==> src/rtl/maze_pkg.sv <==
// Shared constants, state encoding and wall-map builders for the maze environment model.
package maze_pkg;

    localparam logic [2:0] MV_STOP    = 3'd0;
    localparam logic [2:0] MV_FORWARD = 3'd1;
    localparam logic [2:0] MV_LEFT    = 3'd2;
    localparam logic [2:0] MV_RIGHT   = 3'd3;
    localparam logic [2:0] MV_UTURN   = 3'd4;

    localparam logic [1:0] HDG_N = 2'd0;
    localparam logic [1:0] HDG_E = 2'd1;
    localparam logic [1:0] HDG_S = 2'd2;
    localparam logic [1:0] HDG_W = 2'd3;

    // Bit positions inside a cell's 4-bit wall nibble {W,S,E,N}; equal to the heading code.
    localparam int WALL_N = 0;
    localparam int WALL_E = 1;
    localparam int WALL_S = 2;
    localparam int WALL_W = 3;

    typedef enum logic [1:0] {
        ST_RUN,
        ST_EXITED,
        ST_CRASHED
    } env_state_t;

    function automatic int cell_index(input int x, input int y, input int cols);
        return y * cols + x;
    endfunction

    function automatic logic [323:0] build_open_9x9();
        logic [323:0] m;
        m = '0;
        for (int y = 0; y < 9; y++) begin
            for (int x = 0; x < 9; x++) begin
                if (y == 0) m[cell_index(x, y, 9)*4 + WALL_S] = 1'b1;
                if (y == 8) m[cell_index(x, y, 9)*4 + WALL_N] = 1'b1;
                if (x == 0) m[cell_index(x, y, 9)*4 + WALL_W] = 1'b1;
                if (x == 8) m[cell_index(x, y, 9)*4 + WALL_E] = 1'b1;
            end
        end
        return m;
    endfunction

    // Open map with cell (4,1) closed on N/E/W; neighbours get the matching wall faces.
    function automatic logic [323:0] build_deadend_9x9();
        logic [323:0] m;
        m = build_open_9x9();
        m[cell_index(4, 1, 9)*4 + WALL_N] = 1'b1;
        m[cell_index(4, 1, 9)*4 + WALL_E] = 1'b1;
        m[cell_index(4, 1, 9)*4 + WALL_W] = 1'b1;
        m[cell_index(4, 2, 9)*4 + WALL_S] = 1'b1;
        m[cell_index(5, 1, 9)*4 + WALL_W] = 1'b1;
        m[cell_index(3, 1, 9)*4 + WALL_E] = 1'b1;
        return m;
    endfunction

    localparam logic [323:0] MAZE_OPEN_9X9    = build_open_9x9();
    localparam logic [323:0] MAZE_DEADEND_9X9 = build_deadend_9x9();

endpackage

==> src/rtl/maze_wall_lookup.sv <==
// Combinational wall fetch for one cell, rotated into the bot's left/mid/right frame.
module maze_wall_lookup
    import maze_pkg::*;
#(
    parameter int COLS = 9,
    parameter int ROWS = 9,
    parameter logic [4*ROWS*COLS-1:0] MAZE_WALLS = MAZE_OPEN_9X9
) (
    input  logic [3:0] x,
    input  logic [3:0] y,
    input  logic [1:0] heading,
    output logic [3:0] walls,
    output logic       left,
    output logic       mid,
    output logic       right,
    output logic       dead_end
);

    logic [1:0] hdg_right;
    logic [1:0] hdg_left;

    always_comb begin
        walls = '0;
        // Off-grid coordinates read as an open cell; the caller rejects them separately.
        if (int'(x) < COLS && int'(y) < ROWS)
            walls = MAZE_WALLS[cell_index(int'(x), int'(y), COLS)*4 +: 4];
    end

    assign hdg_right = heading + 2'd1;
    assign hdg_left  = heading + 2'd3;

    assign mid      = walls[heading];
    assign right    = walls[hdg_right];
    assign left     = walls[hdg_left];
    assign dead_end = ($countones(walls) == 3);

endmodule

==> config.mk <==
export PLATFORM = sky130hd
export DESIGN_NAME = maze_wall_lookup
export DESIGN_NICKNAME = d
export VERILOG_FILES = /design/src/rtl/maze_pkg.sv /design/src/rtl/maze_wall_lookup.sv
export SDC_FILE = /design/constraint.sdc
export NUM_CORES = 1
export LEC_CHECK = 0
export BUFFER_PORTS_ARGS = -buffer_cell sky130_fd_sc_hd__buf_2
export CAP_MARGIN = 10
export CORE_MARGIN = 10
export CORE_UTILIZATION = 45
export DETAILED_ROUTE_END_ITERATION = 10
export MAX_ROUTING_LAYER = met4
export PLACE_DENSITY = 0.69
export RECOVER_POWER = 50
export SYNTH_ARGS = -nofsm -noshare
export SYNTH_HDL_FRONTEND = slang
export SYNTH_SLANG_ARGS = --single-unit
export TNS_END_PERCENT = 5
==> constraint.sdc <==
create_clock -name vclk -period 4.9
set_input_delay 0.49 -clock vclk [all_inputs]
set_output_delay 0.49 -clock vclk [all_outputs]
set_load 0.02 [all_outputs]
Word-level counts from Yosys, hierarchy flattened
Index checks and enable logic that the tools add are counted.
{"block": "word_totals", "reg_bits": 0, "inputBits": 10, "out_inout_bits": 8}
{"block": "classes", "n_addsub": 6, "multipliers": 1, "order_cmp": 5, "n_eq_ne": 1, "shift": 1, "n_mux": 7, "n_reduce_logical": 1}
{"operator": "$shiftx A324 B12 Y4 const A", "count": 1}
{"operator": "$add A8 B4 Y9", "count": 1}
{"operator": "$lt A2 B3 Y1 const B", "count": 3}
{"operator": "$lt A4 B4 Y1 const B", "count": 2}
{"operator": "$mul A4 B4 Y8 const B", "count": 1}
{"operator": "$bmux W1 S2", "count": 3}
{"operator": "$add A1 B1 Y2", "count": 2}
{"operator": "$mux W4", "count": 1}
{"operator": "$add A2 B2 Y3", "count": 1}
{"operator": "$eq A3 B2 Y1 const B", "count": 1}
{"operator": "$mux W1", "count": 3}
{"operator": "$add A2 B1 Y2 const B", "count": 1}
{"operator": "$add A2 B2 Y2 const B", "count": 1}
{"operator": "$logic_and A1 B1 Y1", "count": 1}

Logic depth before layout (Yosys ltp)
Gate-level depths: netlist (run 1).
{"block": "depth", "depth_word": 7, "depth_mapped": 17, "ltp_nobuf": 16}

Least setup slack after synthesis (run 1)
No wires, ideal clock.
{"block": "synth_path", "path_type": "input port to output port", "start": "input y[0]", "end": "output dead_end", "t_arrival_ns": 4.116, "path_slack_ns": 0.294, "path_stages": 17, "n_path_buf": 1, "cell_sequence": "ha_1 > ha_1 > ha_1 > buf_2 > a211oi_2 > or3b_4 > and2_1 > o21ba_1 > o221ai_2 > o211a_2 > inv_1 > fa_1 > inv_1 > ha_1 > ha_1 > nand2_1 > nor2_1"}
{"block": "synth_via", "elab_chain_len": 7, "elab_cells_between_ends": 10, "classes_between": "4 x add/sub; 1 x mul; 1 x order compare; 1 x eq/ne; 1 x shift; 1 x mux; 1 x reduce/logical"}
{"element": "start: declaration", "line_no": "maze_wall_lookup.sv:10", "text": "input logic [3:0] y,"}
{"element": "$mul A4 B4 Y8", "line_no": "maze_pkg.sv:28", "text": "return y * cols + x;"}
{"element": "$add A8 B4 Y9", "line_no": "maze_pkg.sv:28"}
{"element": "$shiftx A324 B12 Y4", "line_no": "maze_wall_lookup.sv:26", "text": "walls = MAZE_WALLS[cell_index(int'(x), int'(y), COLS)*4 +: 4];"}
{"element": "$mux W4 *", "line_no": "maze_wall_lookup.sv:25", "text": "if (int'(x) < COLS && int'(y) < ROWS)"}
{"element": "via walls[1]", "line_no": "maze_wall_lookup.sv:12", "text": "output logic [3:0] walls,"}
{"element": "$add A1 B1 Y2 (not written as such) *", "line_no": "maze_wall_lookup.sv:35", "text": "assign dead_end = ($countones(walls) == 3);"}
{"element": "$add A2 B2 Y3 (not written as such) *", "line_no": "maze_wall_lookup.sv:35"}
{"element": "$eq A3 B2 Y1 *", "line_no": "maze_wall_lookup.sv:35"}
{"element": "end: declaration", "line_no": "maze_wall_lookup.sv:16", "text": "output logic dead_end"}
The timed path passes the listed nets; every way through them passes the cells marked *.

Worst setup path in the final report (run 1)
{"block": "layout_path", "start": "input y[0]", "end": "output dead_end"}
{"block": "layout_via", "elab_chain_len": 7, "elab_cells_between_ends": 10, "classes_between": "4 x add/sub; 1 x mul; 1 x order compare; 1 x eq/ne; 1 x shift; 1 x mux; 1 x reduce/logical"}
{"element": "$mul A4 B4 Y8", "line_no": "maze_pkg.sv:28"}
{"element": "$add A8 B4 Y9", "line_no": "maze_pkg.sv:28"}
{"element": "$shiftx A324 B12 Y4", "line_no": "maze_wall_lookup.sv:26"}
{"element": "$mux W4 *", "line_no": "maze_wall_lookup.sv:25"}
{"element": "$add A1 B1 Y2 (not written as such)", "line_no": "maze_wall_lookup.sv:35"}
{"element": "$add A2 B2 Y3 (not written as such) *", "line_no": "maze_wall_lookup.sv:35"}
{"element": "$eq A3 B2 Y1 *", "line_no": "maze_wall_lookup.sv:35"}
Mark *: on every way between the ends. The rest lies on a longest branch, timed or not.

==> metrics.yaml, run 1 <==
outcome:
  status: "finished, final reports clean"
die:
  fp.dieArea_sq_um: 4060
  rows: 15
  top_level_ports: 18
  initial_utilization_pct: 48.7
  die_h_microns: 63.7
  die_w_microns: 63.7
  core_sq_um: 1760
finish:
  fillCellCount: 173
  nets: 144
  n_clock_buffer: 0
  seq_cell_count: 0
  regArea_sq_um: 0
  syn_to_final_growth_pct: 16.6
  n_antenna_cell: 0
  layout-drive-gt1-share_pct: 28.2
  final_cells: 142
  multi_input_area_sq_um: 845
critical_path:
  critPathMaxStageDelay_ns: 0.51
  crit_path_start_kind: "input pin"
  cp_max_fo: 7
  arrival_ns: 4.20
  crit_top_cell: "ha_1"
  critPathRequiredTime_ns: 4.41
  crit_chain: "buf_2 > ha_1 > ha_1 > ha_4 > a211oi_2 > or3b_4 > and2_1 > o21ba_1 > o221ai_2 > o211a_2 > inv_1 > fa_1 > inv_1 > ha_1 > ha_1 > nand2_1 > nor2_1 > buf_2"
  critPathKind: "input pin to output port"
  end_kind: "output port"
  crit_slowest_cell: "fa_1"
synth:
  ys_seq_area_share_pct: 0
  yosys_warnings: 0
  synth.distinct_cells: 44
  synthTopCellsByCount: "13 x ha_1, 10 x nor2_1, 8 x inv_1"
  yosys.area.top_type: "ha_1"
  synth.avg_cell_area_sq_um: 8.43
  synth_nets: 127
  synth_area_leaders: "ha_1 19%, fa_1 4.7%, nor2_1 4.4%, xnor2_2 3.8%, mux2i_1 3.5%"
  synth_area_sq_um: 860
  synth_top_area_share_pct: 18.9
  post-synth-top-count-cell: "ha_1"
  synthCells: 102
global_route:
  grt_use_met3_pct: 0
  first_global_vias: 823
  antenna_found_initial: 0
  grt_pass1_wl_mm: 3.57
  grt_start_max_net_pins: 10
  met1_usage_pct: 12.5
  grt_usage_pct: 9.94
  met2_usage_pct: 18.3
  gr-total-overflow: 0
  grt_busiest_layer: "met2"
power_and_ir_drop:
  p_leak_nw: 0.489
  vdd_drop_max_v: 0.000101
  p_per_area_nw_per_um2: 182
detailed_routing:
  num_vias: 836
  drtPass1Iterations: 4
  wl_per_cell_microns: 14.8
  drt_iter0_drc: 31
  post-route-drc-count: 0
  drt.antenna.violating_nets: 0
  finalWirelength_mm: 2.10
  via_per_inst: 5.89
timing:
  slew_headroom_pct: 64.0
  min_period_over_period_pct: 95.7
  rsz0062_at_grt: "false"
  setup_violations: 0
  drv_slew: 0
  min_period_ns: 4.69
  hold_violations: 0
  fmax_ghz: 0.213
  tightest_slew_ns: 0.535
  setup_tns_ns: 0
place:
  hpwl_mm: 1.77
  place_congestion: 0.822
  dpl.cell_count: 142
  io_buffers: 18
hold_path:
  hold_path.class: "input pin to output port"
cts:
  postCtsHoldBufs: 0
  post-cts-setup-buffer-count: 0
flow_run:
  maxCapViolCount: 0
layout make-up:
type	instances	area share, %
timing repair buffer	19	9.61
inverter	8	3.00
multi-input combinational	90	84.3
tap	25	3.12
kinds of logic after synthesis:
family | count (synthesis) | share of synthesized area (%)
and+or+nand+nor | 40 | 27.2
AOI/OAI and AO/OA | 25 | 26.2
adders and majority gates | 15 | 23.6
buffers and inverters | 12 | 5.68
xor gates and xnor gates | 6 | 11.2
muxes | 4 | 6.11
stage by stage:
stage	power, mW	util, %	hold slack [ns]	setup WS (ns)	instance area (sq um)
2_1_floorplan	0.133	-	1.20	0.294	860
3_3_place_gp	0.166	55.0	1.42	0.155	970
3_5_place_dp	0.170	55.0	1.42	0.0472	970
4_1_cts	0.171	55.0	1.42	0.0419	970
5_1_grt	0.199	56.8	1.47	0.0264	1000
6_report	0.182	56.8	1.42	0.210	1000
path summary, 6_finish.rpt:
check | cells after the start | end | slack (ns) | startpoint
worst max-delay path | 18 | dead_end | 0.21 | y[0]
worst min-delay path | 3 | mid | 1.42 | heading[0]
per-layer routing:
metal | vias to the layer above | share of wire (%)
li1 | 416 | -
met1 | 404 | 47
met2 | 14 | 51
met3 | 2 | 1.2
met4 | 0 | 0.81
met5 | - | 0
placed cells by master (no fill, tap or decap), types with 3 or more instances in the layout:
cell type and n:
nor4_1 4, inv_1 8, nor3b_1 4, and3_1 4, mux2i_1 3, nor2_1 10
buf_2 17, o21ai_0 3, ha_1 11, nand2_1 6
where the power goes:
| part | internal [mW] | switching (mW) | total (mW) |
|---|---|---|---|
| clock | 0 | 0 | 0 |
| sequential | 0 | 0 | 0 |
| combinational | 0.0858 | 0.0962 | 0.182 |
critical path, delay by kind of cell:
kind | cells | cell delay, ns
AO/OA/AOI/OAI | 4 | 0.70
AND/OR/NAND/NOR | 4 | 0.69
adder cells (fa/ha/maj) | 6 | 1.91
buffers and inverters | 4 | 0.42
repair_timing:
item | 4_1_cts | 5_1_grt
setup endpoints to repair | 0 | 1
hold endpoints to repair | 0 | 0
gates resized for setup | 0 | 6
Power figures use the tool's default switching activity.
==> run 2: changes to the inputs <==
Settings changed: CORE_UTILIZATION 45 to 35, PLACE_DENSITY 0.69 to 0.56.
==> run 2 against run 1 <==
Compared with the run above:
- power down 2.4%
- combinational power fell by 2%
- setup slack better by 0.044 ns
- worst hold slack worse by 0.0048 ns
- maximum frequency increased by 0.95%
- cell count is 1.4% higher
==> metrics.yaml, run 2 (synthesized netlist as in run 1, its figures left out) <==
power_and_ir_drop:
  vdd_drop_max_v: 0.0000986  # was 0.000101 V
  pwr-share-seq_pct: 0  # about the same
  p_clk_share_pct: 0  # about the same
  p_leak_nw: 0.488  # was 0.489 nW
  p_sw_uw: 95.0  # was 96.2 uW
  p_per_area_nw_per_um2: 178  # was 182 nW/um^2
  sw_frac_of_total_pct: 53.5  # was 52.8%
  p_int_uw: 82.6  # was 85.8 uW
  p_comb_share_pct: 100.0  # about the same
global_route:
  grt_usage_pct: 7.98  # was 9.94%
  antenna_found_initial: 0  # unchanged
  grt_pass1_wl_mm: 3.45  # was 3.57 mm
  first_global_vias: 749  # was 823
  grt_start_max_net_pins: 10  # unchanged
  gr-total-overflow: 0  # unchanged
finish:
  final_cells: 144  # was 142
  n_antenna_cell: 0  # unchanged
  layout-drive-gt1-share_pct: 28.4  # was 28.2%
  fillCellCount: 235  # was 173
  n_clock_buffer: 0  # unchanged
  regArea_sq_um: 0  # unchanged
  nets: 143  # was 144
  layout_common_cells: "18 x buf_2, 11 x ha_1, 10 x nor2_1"  # was 17 x buf_2, 11 x ha_1, 10 x nor2_1
  seq_cell_count: 0  # unchanged
  syn_to_final_growth_pct: 16.3  # was 16.6%
  mostFrequentLayoutCell: "buf_2"  # unchanged
place:
  dpl.cell_count: 144  # was 142
  place_congestion: 0.787  # was 0.822
  io_buffers: 18  # unchanged
  hpwl_mm: 1.74  # was 1.77 mm
timing:
  rsz0062_at_grt: "false"  # unchanged
  hold_violations: 0  # unchanged
  drv_slew: 0  # unchanged
  tightest_slew_ns: 0.538  # was 0.535 ns
  setup_tns_ns: 0  # unchanged
  fmax_ghz: 0.215  # was 0.213 GHz
  slew_headroom_pct: 63.8  # was 64.0%
  min_period_over_period_pct: 94.8  # was 95.7%
  min_period_ns: 4.65  # was 4.69 ns
  setup_violations: 0  # unchanged
cts:
  postCtsHoldBufs: 0  # unchanged
critical_path:
  crit_top_cell: "ha_1"  # unchanged
  critPathRequiredTime_ns: 4.41  # about the same
  crit_path_start_kind: "input pin"  # unchanged
  cp_max_fo: 7  # unchanged
  critPathTopFamily: "adder cells"  # unchanged
  crit_slowest_cell: "fa_1"  # unchanged
  end_kind: "output port"  # unchanged
  arrival_ns: 4.16  # was 4.20 ns
  crit_chain: "buf_2 > ha_1 > ha_1 > ha_4 > a211oi_2 > or3b_4 > and2_1 > o21ba_1 > o221ai_2 > o211a_2 > inv_1 > fa_1 > inv_1 > ha_1 > ha_1 > nand2_1 > nor2_1 > buf_2"  # unchanged
  critPathBufInv: 4  # unchanged
  critPathKind: "input pin to output port"  # unchanged
  critPathMaxStageDelay_ns: 0.50  # was 0.51 ns
detailed_routing:
  drt.antenna.violating_nets: 0  # unchanged
  finalWirelength_mm: 2.07  # was 2.10 mm
  via_per_inst: 5.72  # was 5.89
  drtPass1Iterations: 5  # was 4
  wl_per_cell_microns: 14.4  # was 14.8 microns
  num_vias: 823  # was 836
  post-route-drc-count: 0  # unchanged
  drt_iter0_drc: 17  # was 31
flow_run:
  maxCapViolCount: 0  # unchanged
die:
  rows: 17  # was 15
  fp.dieArea_sq_um: 4840  # was 4060 sq um
  core_sq_um: 2280  # was 1760 sq um
  initial_utilization_pct: 37.8  # was 48.7%
  top_level_ports: 18  # unchanged
  die_w_microns: 69.6  # was 63.7 microns
  die_h_microns: 69.6  # was 63.7 microns
outcome:
  status: "finished, final reports clean"  # unchanged
hold_path:
  hold_path.class: "input pin to output port"  # unchanged
==> run 2: per-stage QoR <==
step                utilization [%]  setup WS, ns  hold slack [ns]  cell area [sq um]  power (mW)
floorplan                         -         0.294             1.20                860       0.133
global placement               42.4         0.146             1.42                966       0.164
detailed placement             42.4        0.0892             1.42                966       0.165
CTS                            42.4        0.0692             1.42                966       0.166
global route                   43.9       0.00573             1.47               1000       0.196
finish                         43.9         0.254             1.42               1000       0.178
==> run 2: per-layer routing <==
metal / GRT usage [%] / part of all wire (%)
met2: 13.4 / 49
met3: 0 / 1.7
met5: - / 0
met1: 11.0 / 49
met4: 0 / 0
==> run 2: what timing repair did <==
action,in CTS,in global routing
setup endpoints to repair,0,1
resized for setup,0,6
buffers inserted,0,0
==> run 2: final timing paths <==
| path | cells past startpoint | endpoint | from | slack [ns] |
|---|---|---|---|---|
| worst max-delay path | 18 | dead_end | y[0] | 0.25 |
| worst min-delay path | 3 | mid | heading[0] | 1.42 |
==> run 2: worst min-delay path, cell delays in order <==
cell     delay [ns]
buf_2          0.13
a311o_1        0.15
buf_2          0.16
==> run 2: final cells by class <==
cell class	count	area (sq um)	share of cell area (%)
multi-input combinational	90	845	84.5
timing repair buffer	18	90.1	9.01
tap	28	35.0	3.50
inverter	8	30.0	3.00
==> run 2: power groups by stage <==
| stage | registers (mW) | logic [mW] | clock network, mW |
|---|---|---|---|
| 2_1_floorplan | 0 | 0.133 | 0 |
| 3_3_place_gp | 0 | 0.164 | 0 |
| 3_5_place_dp | 0 | 0.165 | 0 |
| 4_1_cts | 0 | 0.166 | 0 |
| 5_1_grt | 0 | 0.196 | 0 |
| 6_report | 0 | 0.178 | 0 |
==> run 3: changes to the inputs <==
Settings changed: RECOVER_POWER 50 to 100.
==> run 3 against run 2 <==
Compared with the run above:
- largest power group unchanged
- sequential cell count did not move
- utilization fell by 0.16 points
- power fell by 0.33%
==> metrics.yaml, run 3 (synthesized netlist as in run 1, its figures left out) <==
critical_path:
  critPathKind: "input pin to output port"  # unchanged
  critPathRequiredTime_ns: 4.41  # about the same
  arrival_ns: 4.16  # about the same
  crit_path_start_kind: "input pin"  # unchanged
  cp-endpoint: "dead_end"  # unchanged
  end_kind: "output port"  # unchanged
  critPathLaunch: "y[0]"  # unchanged
  cp_max_fo: 7  # unchanged
timing:
  hold_violations: 0  # unchanged
  tightest_slew_ns: 0.526  # was 0.538 ns
  setup_violations: 0  # unchanged
  min_period_over_period_pct: 94.8  # about the same
  slew_headroom_pct: 64.6  # was 63.8%
  drv_slew: 0  # unchanged
  min_period_ns: 4.65  # about the same
  setup_tns_ns: 0  # unchanged
  rsz0062_at_grt: "false"  # unchanged
  holdWs_ns: 1.48  # was 1.42 ns
  fmax_ghz: 0.215  # about the same
die:
  die_h_microns: 69.6  # unchanged
  die_w_microns: 69.6  # unchanged
  fp.dieArea_sq_um: 4840  # unchanged
  initial_utilization_pct: 37.8  # unchanged
  top_level_ports: 18  # unchanged
  core_sq_um: 2280  # unchanged
  rows: 17  # unchanged
finish:
  fillCellCount: 238  # was 235
  syn_to_final_growth_pct: 15.9  # was 16.3%
  layout_common_cells: "15 x buf_2, 11 x ha_1, 10 x nor2_1"  # was 18 x buf_2, 11 x ha_1, 10 x nor2_1
  regArea_sq_um: 0  # unchanged
  mostFrequentLayoutCell: "buf_2"  # unchanged
  nets: 143  # unchanged
  final_cells: 144  # unchanged
  multi_input_area_sq_um: 845  # unchanged
  seq_cell_count: 0  # unchanged
  final_util_pct: 43.8  # was 43.9%
  n_antenna_cell: 0  # unchanged
  layout-drive-gt1-share_pct: 25.9  # was 28.4%
  n_clock_buffer: 0  # unchanged
global_route:
  antenna_found_initial: 0  # unchanged
  grt_pass1_wl_mm: 3.45  # unchanged
  grt_start_max_net_pins: 10  # unchanged
  gr-total-overflow: 0  # unchanged
  grt_usage_pct: 7.98  # unchanged
  first_global_vias: 749  # unchanged
hold_path:
  hold_start: "heading[0]"  # unchanged
  hold_path.class: "input pin to output port"  # unchanged
outcome:
  status: "finished, final reports clean"  # unchanged
power_and_ir_drop:
  p_per_area_nw_per_um2: 178  # about the same
  p_leak_nw: 0.475  # was 0.488 nW
  vdd_drop_max_v: 0.0000983  # was 0.0000986 V
place:
  io_buffers: 18  # unchanged
  dpl.cell_count: 144  # unchanged
  place_congestion: 0.787  # unchanged
  hpwl_mm: 1.74  # unchanged
cts:
  postCtsHoldBufs: 0  # unchanged
  post-cts-setup-buffer-count: 0  # unchanged
  cts_resized: 0  # unchanged
detailed_routing:
  drt_iter0_drc: 16  # was 17
  num_vias: 817  # was 823
  post-route-drc-count: 0  # unchanged
  drt.antenna.violating_nets: 0  # unchanged
  via_per_inst: 5.67  # was 5.72
  finalWirelength_mm: 2.07  # about the same
  wl_per_cell_microns: 14.4  # about the same
  drtPass1Iterations: 5  # unchanged
flow_run:
  maxCapViolCount: 0  # unchanged
-- run 3: cell count changes in the layout (fill, tap and decap cells not counted), sizes merged --
| cell | change |
|---|---|
| buf | -3 |
| clkbuf | +3 |
-- run 3: critical path, stage by stage --
cell and delay [ns]:
buf_2 0.13, ha_1 0.29, ha_1 0.32, ha_4 0.34
a211oi_2 0.09, or3b_4 0.41, and2_1 0.16, o21ba_1 0.19
o221ai_2 0.15, o211a_2 0.26, inv_1 0.07, fa_1 0.50
inv_1 0.04, ha_1 0.17, ha_1 0.27, nand2_1 0.04
nor2_1 0.07, buf_2 0.16
-- run 3: area by class of cell --
cell class / instances / area share (%)
timing repair buffer: 18 / 8.67
multi-input combinational: 90 / 84.8
tap: 28 / 3.52
inverter: 8 / 3.02
-- run 3: worst min-delay path by stage --
stage	endpoint	slack, ns	cells after the start
3_5_place_dp	mid	1.42	3
3_3_place_gp	mid	1.42	3
6_report	left	1.48	4
4_1_cts	mid	1.42	3
5_1_grt	left	1.52	4
2_1_floorplan	walls[1]	1.20	2
-- run 3: power breakdown --
group / switching [mW] / internal (mW) / leakage, nW
registers: 0 / 0 / 0
clock network: 0 / 0 / 0
logic: 0.0949 / 0.0822 / 0.475
-- run 3: through the flow --
step | area [sq um] | setup slack (ns) | total power, mW
CTS | 966 | 0.0692 | 0.166
global route | 996 | 0.00573 | 0.195
detailed placement | 966 | 0.0892 | 0.165
floorplan | 860 | 0.294 | 0.133
finish | 996 | 0.254 | 0.177
global placement | 966 | 0.146 | 0.164
-- run 3: layer usage --
layer / global-route usage [%] / up-vias / part of all wire [%]
met5: - / - / 0
met4: 0 / 0 / 0
met3: 0 / 0 / 1.6
met2: 13.4 / 10 / 49
met1: 11.0 / 390 / 49
li1: - / 417 / -
